===== config.mk =====
export PLATFORM = sky130hd
export DESIGN_NAME = pwm_deadtime_gen
export DESIGN_NICKNAME = d
export VERILOG_FILES = /design/src/rtl/pwm_deadtime_gen.sv
export SDC_FILE = /design/constraint.sdc
export NUM_CORES = 1
export LEC_CHECK = 0
export ABC_AREA = 1
export BUFFER_PORTS_ARGS = -buffer_cell sky130_fd_sc_hd__buf_2
export CORE_ASPECT_RATIO = 0.5
export CORE_MARGIN = 2
export CORE_UTILIZATION = 40
export DETAILED_ROUTE_END_ITERATION = 7
export PLACE_DENSITY = 0.55
export SLEW_MARGIN = 20
export SYNTH_ARGS = -nofsm -noshare
export SYNTH_HDL_FRONTEND = slang
export SYNTH_SLANG_ARGS = --single-unit
export TNS_END_PERCENT = 50

===== constraint.sdc =====
create_clock -name clk -period 2.2 [get_ports clk]
set_input_delay 0.33 -clock clk [delete_from_list [all_inputs] [get_ports clk]]
set_output_delay 0.33 -clock clk [all_outputs]
set_load 0.005 [all_outputs]

===== src/rtl/pwm_deadtime_gen.sv =====
// Complementary gate-drive generator with programmable dead time and latched fault shutdown.
// Every gate output is a flop, so no input can reach hs/ls combinationally.
module pwm_deadtime_gen #(
    parameter int CHANNELS = 3,
    parameter int DT_WIDTH = 8
) (
    input  logic                clk,
    input  logic                rst_n,
    input  logic                enable_i,
    input  logic [DT_WIDTH-1:0] dead_time_i,
    input  logic [CHANNELS-1:0] pwm_in_i,
    input  logic                fault_i,
    input  logic                fault_clr_i,
    output logic [CHANNELS-1:0] hs_out_o,
    output logic [CHANNELS-1:0] ls_out_o,
    output logic                fault_latched_o
);

    typedef enum logic [2:0] {
        OFF,
        LOW_ON,
        DT_RISE,
        HIGH_ON,
        DT_FALL
    } state_t;

    state_t              state_q [CHANNELS];
    state_t              state_d [CHANNELS];
    logic [DT_WIDTH-1:0] cnt_q   [CHANNELS];
    logic [DT_WIDTH-1:0] cnt_d   [CHANNELS];
    logic [CHANNELS-1:0] pwm_q;
    logic [CHANNELS-1:0] hs_q;
    logic [CHANNELS-1:0] ls_q;
    logic                fault_q;
    logic                fault_latched_q;
    logic                fault_latched_d;

    // A fault still present in the input register overrides a clear request.
    always_comb begin
        fault_latched_d = fault_latched_q;
        if (fault_q) begin
            fault_latched_d = 1'b1;
        end else if (fault_clr_i) begin
            fault_latched_d = 1'b0;
        end
    end

    always_comb begin
        for (int i = 0; i < CHANNELS; i++) begin
            state_d[i] = state_q[i];
            cnt_d[i]   = cnt_q[i];
            if (fault_latched_q || fault_q || !enable_i) begin
                state_d[i] = OFF;
            end else begin
                case (state_q[i])
                    OFF: begin
                        state_d[i] = pwm_q[i] ? HIGH_ON : LOW_ON;
                    end
                    LOW_ON: begin
                        if (pwm_q[i]) begin
                            if (dead_time_i == '0) begin
                                state_d[i] = HIGH_ON;
                            end else begin
                                state_d[i] = DT_RISE;
                                cnt_d[i]   = dead_time_i - DT_WIDTH'(1);
                            end
                        end
                    end
                    // Dropping pwm during the gap abandons the edge, so a short pulse never reaches hs.
                    DT_RISE: begin
                        if (!pwm_q[i]) begin
                            state_d[i] = LOW_ON;
                        end else if (cnt_q[i] == '0) begin
                            state_d[i] = HIGH_ON;
                        end else begin
                            cnt_d[i] = cnt_q[i] - DT_WIDTH'(1);
                        end
                    end
                    HIGH_ON: begin
                        if (!pwm_q[i]) begin
                            if (dead_time_i == '0) begin
                                state_d[i] = LOW_ON;
                            end else begin
                                state_d[i] = DT_FALL;
                                cnt_d[i]   = dead_time_i - DT_WIDTH'(1);
                            end
                        end
                    end
                    DT_FALL: begin
                        if (pwm_q[i]) begin
                            state_d[i] = HIGH_ON;
                        end else if (cnt_q[i] == '0) begin
                            state_d[i] = LOW_ON;
                        end else begin
                            cnt_d[i] = cnt_q[i] - DT_WIDTH'(1);
                        end
                    end
                    default: begin
                        state_d[i] = OFF;
                    end
                endcase
            end
        end
    end

    // Gate flops are loaded from the next state so they change on the same edge as the FSM.
    always_ff @(posedge clk or negedge rst_n) begin
        if (!rst_n) begin
            pwm_q           <= '0;
            fault_q         <= 1'b0;
            fault_latched_q <= 1'b0;
            hs_q            <= '0;
            ls_q            <= '0;
            for (int i = 0; i < CHANNELS; i++) begin
                state_q[i] <= OFF;
                cnt_q[i]   <= '0;
            end
        end else begin
            pwm_q           <= pwm_in_i;
            fault_q         <= fault_i;
            fault_latched_q <= fault_latched_d;
            for (int i = 0; i < CHANNELS; i++) begin
                state_q[i] <= state_d[i];
                cnt_q[i]   <= cnt_d[i];
                hs_q[i]    <= (state_d[i] == HIGH_ON);
                ls_q[i]    <= (state_d[i] == LOW_ON);
            end
        end
    end

    assign hs_out_o        = hs_q;
    assign ls_out_o        = ls_q;
    assign fault_latched_o = fault_latched_q;

endmodule


After elaboration in Yosys (flattened, before gate mapping) --
Cells that the tools add are included.
Cells by class: $add $sub $neg 4, reductions and logical operators 17, muxes and demuxes 52, equal/unequal tests 30, bitwise logic cells 1
Operator list (count):
- 2-to-1 mux 8 bit | 18
- case mux 8 bit (4 select lines) | 3
- 2-to-1 mux 3 bit | 22
- case mux 3 bit (5 select lines) | 3
- logical NOT 8 bit | 4
- subtractor 8 x 1 -> 8 bit (second input constant) | 4
- == test 3 x 2 -> 1 bit (second input constant) | 9
- != test 2 bit (second input constant) | 12
- == test 3 x 1 -> 1 bit (second input constant) | 6
- AND reduction 6 bit | 3
- nonzero test 4 bit | 3
- == test 3 bit (second input constant) | 3
- logical NOT 3 bit | 3
- 2-to-1 mux 2 bit | 3
- 2-to-1 mux 1 bit | 3
- logical OR 1 bit | 2
- nonzero test 2 bit | 1
- logical NOT 1 bit | 1
- NOT 1 bit | 1
Storage, ports and cells: register bits after elaboration 44, input bits 16, output and inout port bits 7

Logic depth before layout (Yosys ltp) --
Gate-level depths: netlist (run 1).
depth after elaboration 6, depth in mapped cells 12, mapped depth without buffers 12

Least setup slack after synthesis (run 1) --
No wires, ideal clock.
kind reg-to-reg, start register cnt_q[0] (netlist name), end register cnt_q[7] (netlist name), required time 2.076 ns, setup slack 0.611 ns, data arrival time 1.465 ns, buffers on the path 1, setup time 0.124 ns, cell stages (with the launch flop) 13, path through dfrtp_1 inv_1 ha_1 inv_2 nor2_4 nand3_1 o21ai_2 inv_2 nand2_4 inv_4 buf_12 nand2_2 nand2_2
Between the ends: cells in the longest elaborated chain, start to end 4, elaborated cells on any way between the ends 6, those cells by class add/sub (1); mux (4); reduce/logical (1)
Ends and longest elaborated chain:
- start, declared | line 29 | logic [DT_WIDTH-1:0] cnt_q [CHANNELS];
- start signal, assigned by index | line 124 | cnt_q[i] <= cnt_d[i];
- subtractor 8 x 1 -> 8 bit or logical NOT 8 bit (tied branches)
- 2-to-1 mux 8 bit * | line 73, 92
- 2-to-1 mux 8 bit, on equally long branches | line 90, 71
- case mux 8 bit (4 select lines) * | line 55 | case (state_q[i])
Every way passes the cells marked *; elsewhere a longest branch is shown, timed or not. The select of a mux whose other input is x is not followed. A chain may end at the register's enable or synchronous reset.

Worst setup path in the final report (run 1) --
start register cnt_q[16] (netlist name), end register cnt_q[22] (netlist name)
Same word-level chain as after synthesis.

==> results of run 1 <==
==> synth_stat cells <==
cell	number	area share (%)
sky130_fd_sc_hd__nand2_1	88	11
sky130_fd_sc_hd__inv_1	47	6.1
sky130_fd_sc_hd__dfrtp_1	44	38
sky130_fd_sc_hd__o21ai_0	32	5.5
sky130_fd_sc_hd__nor2_1	31	4.0
sky130_fd_sc_hd__nand3_1	24	4.1
sky130_fd_sc_hd__nand2_2	21	4.5
sky130_fd_sc_hd__inv_2	16	2.1
sky130_fd_sc_hd__a21oi_1	13	2.2
sky130_fd_sc_hd__o21ai_2	12	3.6
sky130_fd_sc_hd__xor2_1	9	2.7
sky130_fd_sc_hd__nand4_1	7	1.5
sky130_fd_sc_hd__ha_1	6	2.6
sky130_fd_sc_hd__nor3_1	6	1.0
sky130_fd_sc_hd__nor2_2	5	1.1
sky130_fd_sc_hd__o21ai_1	5	0.86
sky130_fd_sc_hd__xnor2_1	5	1.5
sky130_fd_sc_hd__nor2_4	4	1.5
sky130_fd_sc_hd__o21bai_1	3	0.77
sky130_fd_sc_hd__a31oi_1	2	0.43
sky130_fd_sc_hd__buf_4	2	0.52
sky130_fd_sc_hd__nand2_4	2	0.77
sky130_fd_sc_hd__nand3b_1	2	0.52
sky130_fd_sc_hd__a21oi_2	1	0.30
sky130_fd_sc_hd__and3_1	1	0.22
sky130_fd_sc_hd__buf_12	1	0.69
sky130_fd_sc_hd__buf_2	1	0.17
sky130_fd_sc_hd__buf_6	1	0.39
sky130_fd_sc_hd__inv_4	1	0.22
sky130_fd_sc_hd__nand3_2	1	0.34
sky130_fd_sc_hd__nor3_2	1	0.34
sky130_fd_sc_hd__o21a_1	1	0.26
==> flip-flops by register name, summed over array words and instances, names as in the netlist <==
name and flops:
hs_out_o 3, fault_q 1, state_q 9, fault_latched_o 1, cnt_q 24, pwm_q 3
ls_out_o 3
==> power by group through the flow <==
stage                     Clock [mW]  Sequential (mW)  Combinational [mW]
final                          0.728            0.998               0.604
after detailed placement           0             1.01               0.603
after global routing           0.777             1.01               0.704
after CTS                      0.750            0.998               0.610
after floorplan                    0            0.990               0.454
after global placement             0             1.01               0.586
==> path summary, 6_finish.rpt <==
check                                      startpoint                     endpoint  cells after the start
worst max-delay path            cnt_q[16]$_DFFE_PN0P_        cnt_q[22]$_DFFE_PN0P_                     11
worst min-delay path                      pwm_in_i[2]           pwm_q[2]$_DFF_PN0_                      1
worst max register to register  cnt_q[16]$_DFFE_PN0P_        cnt_q[22]$_DFFE_PN0P_                     11
worst min register to register      fault_q$_DFF_PN0_  fault_latched_o$_DFFE_PN0P_                      2
max in group asynchronous                       rst_n        cnt_q[22]$_DFFE_PN0P_                      3
min in group asynchronous                       rst_n         cnt_q[2]$_DFFE_PN0P_                      2
==> critical path, stage by stage (launching register included) <==
cell and delay, ns:
sky130_fd_sc_hd__dfrtp_1 0.39, sky130_fd_sc_hd__inv_1 0.12, sky130_fd_sc_hd__ha_1 0.18, sky130_fd_sc_hd__nand3_1 0.09
sky130_fd_sc_hd__nor3_2 0.27, sky130_fd_sc_hd__nand2_1 0.11, sky130_fd_sc_hd__o21ai_2 0.07, sky130_fd_sc_hd__inv_1 0.05
sky130_fd_sc_hd__nand2_2 0.15, sky130_fd_sc_hd__inv_1 0.14, sky130_fd_sc_hd__nand2_1 0.09, sky130_fd_sc_hd__nand2_1 0.05
==> area by class of cell <==
type	instances	share of cell area [%]
Multi-Input combinational cell	282	46.5
Inverter	64	7.44
Sequential cell	44	33.7
Clock buffer	5	3.83
Clock inverter	2	0.383
Timing Repair Buffer	27	4.60
Tap cell	92	3.53
==> cells by family (layout without fill, tap and decap cells) <==
family          count (synthesis)  in the layout  synth area share (%)
compound gates                 69             69                  14.0
buf+inv                        69             98                  10.1
flops                          44             44                  37.8
fa+ha+maj                       6              6                  2.58
xor+xnor                       14             14                  4.21
simple gates                  193            193                  31.3
==> metal layers <==
metal	GRT usage [%]	routed length, um
met5	0	0
met4	5.20	65
met3	4.61	391
met2	30.0	3040
met1	25.2	3240
==> out/summary.txt, run 1 <==
crit path setup slack, layout: 0.398 ns
Syn-to-layout area delta: 12.1%
Min Clock Period, post-route: 1.80 ns
post-synth net total: 417
Int Power: 1.55 mW
PortBufs: 22
overall routed net length: 6730 um
number of placed instances, taps included: 508
Chip Height: 64.3 um
CP endpoint kind: register
number of global-route vias before repair: 2,523
antenna violations before repair: 0
normalized max-slew margin: 73.3%
Hold WS: 0.139 ns
share of total power in combinational logic: 25.9%
total grt overflow: 0
final-layout setup total negative slack: 0 ns
minimum setup slack among reg-to-reg paths: 0.40 ns
class of the worst hold path: input port to register
cell area reported after detailed placement: 3120 um^2
max capacitance violation total: 0
final slew viol count: 0
run status: finished clean
CTS Root Cell: sky130_fd_sc_hd__clkbuf_16
worst setup path category: register to register
average via count per standard cell: 4.96
maximum number of pins on one net before global-route repair: 20
reported net switching power: 0.785 mW
overall routing resource usage: 18.7%
diode insertion count for antenna repair: 0
area of the multi-input gates: 1520 um^2
mean post-synth cell area: 7.37 um^2
total number of vias: 2,557
global-route wire length before repair: 11,800 um
drt first pass iters: 5
count of boundary I/O pins: 23
unrepaired setup endpoints after global routing: false
Floorplan Core Area: 6860 um^2
leakage power: 1.65 nW
Filler cells: 700
detailed-route DRC error count: 0
CTS clock-pin slew for the worst setup and hold paths: 0.06 ns
footprint of the flip-flops and latches: 1100 um^2
Placer Congestion: 0.907
placed wire-length estimate after detailed placement: 5360 um
routed length per placed instance: 13.1 um
initial core utilization: 42.5%
post-route non-filler standard cell count: 516
number of clock buffers inserted by TritonCTS: 5
worst-skew pair later-pin latency: 0.29 ns
fin crit share: 81.9%
register share of total power: 42.8%
maximum clock frequency: 0.555 GHz
proportion of layout cells with a drive suffix above 1: 22.9%
warning count from the yosys run: 0
Worst Path Arrival: 1.98 ns
final hold violation count: 0
floorplan die width: 125 um
net switching share of the total power: 33.7%
DP Worst Slack: 0.347 ns
#FFs+latches synth: 44
overall power after layout: 2.33 mW
area enclosed by the die boundary: 8020 um^2
Setup-failing EPs final: 0
post-synthesis instance area: 2910 um^2
synthesized instance count: 395
total clock sinks: 44
startpoint type of the worst setup path: register
Clock H-tree levels: 2
Clock power frac: 31.2%
post-CTS repair timing setup buffer count: 0
leading cell types in the layout, fill and taps excluded: sky130_fd_sc_hd__nand2_1 (88), sky130_fd_sc_hd__inv_1 (47), sky130_fd_sc_hd__dfrtp_1 (44)
slew at the pin closest to its max-slew limit: 0.397 ns
most frequent standard cell in the layout excluding fill and tap cells: sky130_fd_sc_hd__nand2_1
Layout Utilization: 47.6%
# rows: 21
maximum buffer depth of the clock tree: 2
Final Skew: 0.00676 ns
First DRT Iteration DRCs: 146
final std cell area, no fill: 3260 um^2
CTS tree: done
number of buffers added to fix hold violations after cts: 1
CP Data Required Time: 2.38 ns
worst vdd ir: 0.000342 V
sequential share of the synthesized area: 37.8%
total number of nets in the final design: 446
Gates resized, CTS repair: 0
power per cell area: 714 nW/um^2
crit-path max FO: 6
post-detailed-route count of antenna-violating nets: 0
Yosys cell types: 32
Power figures use the tool's default switching activity.
==> run 2: changes to the inputs <==
Settings changed: PLACE_DENSITY 0.55 to 0.57.
Clock period 2.2 ns to 1.6 ns, I/O delays scaled along.
==> run 2 against run 1 <==
Total power up 57%; count of clock-buffer cells in the layout unchanged; critical endpoint is now cnt_q[11]$_DFFE_PN0P_; worst hold slack worse by 0.090 ns; sequential share of layout area down 3.9 points.
==> out/summary.txt, run 2 (synthesized netlist as in run 1, its figures left out) <==
total number of vias: 2,760 (was 2,557)
detailed-route DRC error count: 0 (unchanged)
CTS clock-pin slew for the worst setup and hold paths: 0.06 ns (about the same)
Hold WS: 0.0496 ns (was 0.139 ns)
list of cells traversed by the critical path: inv_1 > nand3_4 > a21oi_2 > nand3_1 > nor2_4 > nand2_4 > o21ai_0 > nand2_1 (was inv_1 > ha_1 > nand3_1 > nor3_2 > nand2_1 > o21ai_2 > inv_1 > nand2_2 > inv_1 > nand2_1 > nand2_1)
antenna violations before repair: 0 (unchanged)
worst setup path category: register to register (unchanged)
fin crit share: 95.8% (was 81.9%)
# rows: 21 (unchanged)
CTS Root Cell: sky130_fd_sc_hd__clkbuf_16 (unchanged)
Placer Congestion: 0.842 (was 0.907)
initial core utilization: 42.5% (unchanged)
maximum buffer depth of the clock tree: 2 (unchanged)
CP endpoint kind: register (unchanged)
total grt overflow: 0 (unchanged)
number of placed instances, taps included: 534 (was 508)
average via count per standard cell: 5.03 (was 4.96)
top register by number of flip-flops: cnt_q (unchanged)
proportion of layout cells with a drive suffix above 1: 32.4% (was 22.9%)
overall routed net length: 7140 um (was 6730 um)
PortBufs: 22 (unchanged)
max capacitance violation total: 0 (unchanged)
Clock H-tree levels: 2 (unchanged)
normalized max-slew margin: 74.4% (was 73.3%)
Floorplan Core Area: 6860 um^2 (unchanged)
diode insertion count for antenna repair: 0 (unchanged)
hold path endpoint: fault_q$_DFF_PN0_ (was pwm_q[2]$_DFF_PN0_)
Reg-to-Reg End: cnt_q[11]$_DFFE_PN0P_ (was cnt_q[22]$_DFFE_PN0P_)
hold path cells: 1 (unchanged)
leading cell types in the layout, fill and taps excluded: sky130_fd_sc_hd__nand2_1 (87), sky130_fd_sc_hd__dfrtp_1 (44), sky130_fd_sc_hd__inv_1 (40) (was sky130_fd_sc_hd__nand2_1 (88), sky130_fd_sc_hd__inv_1 (47), sky130_fd_sc_hd__dfrtp_1 (44))
area enclosed by the die boundary: 8020 um^2 (unchanged)
startpoint type of the worst setup path: register (unchanged)
post-route non-filler standard cell count: 549 (was 516)
maximum clock frequency: 0.652 GHz (was 0.555 GHz)
most frequent standard cell in the layout excluding fill and tap cells: sky130_fd_sc_hd__nand2_1 (unchanged)
Reg-to-Reg Start: fault_latched_o$_DFFE_PN0P_ (was cnt_q[16]$_DFFE_PN0P_)
placed wire-length estimate after detailed placement: 5410 um (was 5360 um)
crit-path max FO: 10 (was 6)
worst vdd ir: 0.000405 V (was 0.000342 V)
count of boundary I/O pins: 23 (unchanged)
CP peak stage delay: 0.38 ns (was 0.39 ns)
Final Skew: 0.00278 ns (was 0.00676 ns)
power per cell area: 992 nW/um^2 (was 714 nW/um^2)
cell area reported after detailed placement: 3340 um^2 (was 3120 um^2)
worst-skew pair later-pin latency: 0.29 ns (about the same)
leakage power: 1.85 nW (was 1.65 nW)
global-route wire length before repair: 11,800 um (about the same)
Setup-failing EPs final: 0 (unchanged)
run status: finished clean (unchanged)
final hold violation count: 0 (unchanged)
total number of nets in the final design: 478 (was 446)
minimum setup slack among reg-to-reg paths: 0.07 ns (was 0.40 ns)
overall routing resource usage: 18.5% (was 18.7%)
FF-to-FF path depth: 8 (was 11)
post-detailed-route count of antenna-violating nets: 0 (unchanged)
Worst Hold Launch: fault_i (was pwm_in_i[2])
slew at the pin closest to its max-slew limit: 0.383 ns (was 0.397 ns)
routed length per placed instance: 13.0 um (was 13.1 um)
Syn-to-layout area delta: 26.6% (was 12.1%)
CTS tree: done (unchanged)
overall power after layout: 3.66 mW (was 2.33 mW)
floorplan die width: 125 um (unchanged)
maximum number of pins on one net before global-route repair: 33 (was 20)
total clock sinks: 44 (unchanged)
largest registers: cnt_q x24, state_q x9 (unchanged)
flip-flop count of the largest register after layout: 24 (unchanged)
Min Clock Period, post-route: 1.53 ns (was 1.80 ns)
Chip Height: 64.3 um (unchanged)
First DRT Iteration DRCs: 230 (was 146)
drt first pass iters: 4 (was 5)
slowest cell on the critical path: sky130_fd_sc_hd__dfrtp_1 (unchanged)
final slew viol count: 0 (unchanged)
number of global-route vias before repair: 2,641 (was 2,523)
final std cell area, no fill: 3690 um^2 (was 3260 um^2)
unrepaired setup endpoints after global routing: true (was false)
CP Data Required Time: 1.78 ns (was 2.38 ns)
number of clock buffers inserted by TritonCTS: 5 (unchanged)
class of the worst hold path: input port to register (unchanged)
Worst Path Arrival: 1.71 ns (was 1.98 ns)
run 2: cell count changes in the layout (fill, tap and decap cells not counted), moves of 3 or more:
cell	before	now
sky130_fd_sc_hd__nand3_1	24	21
sky130_fd_sc_hd__inv_1	47	40
sky130_fd_sc_hd__buf_4	4	33
sky130_fd_sc_hd__inv_2	16	22
sky130_fd_sc_hd__a21oi_1	13	10
sky130_fd_sc_hd__a21oi_2	1	4
run 2: report_power, final:
| group | internal, mW | total [mW] | switching, mW |
|---|---|---|---|
| logic | 0.468 | 1.08 | 0.609 |
| registers | 1.25 | 1.37 | 0.121 |
| clock network | 0.742 | 1.21 | 0.465 |
run 2: how the worst max path moves through the flow:
stage,start,to,slack (ns),cells after the start
finish,fault_latched_o$_DFFE_PN0P_,cnt_q[11]$_DFFE_PN0P_,0.07,8
global route,cnt_q[16]$_DFFE_PN0P_,cnt_q[20]$_DFFE_PN0P_,-0.03,11
CTS,cnt_q[16]$_DFFE_PN0P_,cnt_q[20]$_DFFE_PN0P_,0.0004,11
detailed placement,fault_latched_o$_DFFE_PN0P_,cnt_q[11]$_DFFE_PN0P_,-0.06,8
global placement,fault_latched_o$_DFFE_PN0P_,cnt_q[11]$_DFFE_PN0P_,-0.03,8
floorplan,cnt_q[0]$_DFFE_PN0P_,cnt_q[7]$_DFFE_PN0P_,0.01,12
run 2: routing by layer:
| metal | wire, um | share of wire [%] | global-route usage (%) |
|---|---|---|---|
| met1 | 3470 | 49 | 24.4 |
| met2 | 3320 | 46 | 30.7 |
| met3 | 281 | 3.9 | 4.36 |
| met4 | 63 | 0.88 | 5.62 |
| met5 | 0 | 0 | 0 |
run 2: what timing repair did:
item                                    in CTS  in global routing
buffers inserted                             0                  5
gates cloned                                 0                  1
pin swaps                                    0                 11
hold endpoints to repair                    12                  0
gates resized for setup                      1                 28
endpoints found under the setup margin       5                 28
hold buffers                                 1                  0
run 2: cell type report:
class,count,area (um^2)
clock buffers,5,125
clock inverters,3,46.3
fillers,645,3170
inverters,64,248
multi-input cells,282,1620
flip-flops and latches,44,1100
well taps,92,115
repair buffers,59,433
run 2: worst max-delay path, delay by kind of cell, from the launching register on:
family,cells,cell delay [ns]
compound gates,2,0.33
buf+inv,1,0.11
flops,1,0.38
simple gates,5,0.59
run 2: metrics by stage:
stage	worst slack, ns	utilization (%)	setup TNS (ns)
after floorplan	0.0112	-	0
after global placement	-0.0347	48.6	-0.0347
after detailed placement	-0.0648	48.6	-0.191
after CTS	0.000433	51.3	0
after global routing	-0.0253	53.8	-0.170
final	0.0664	53.8	0
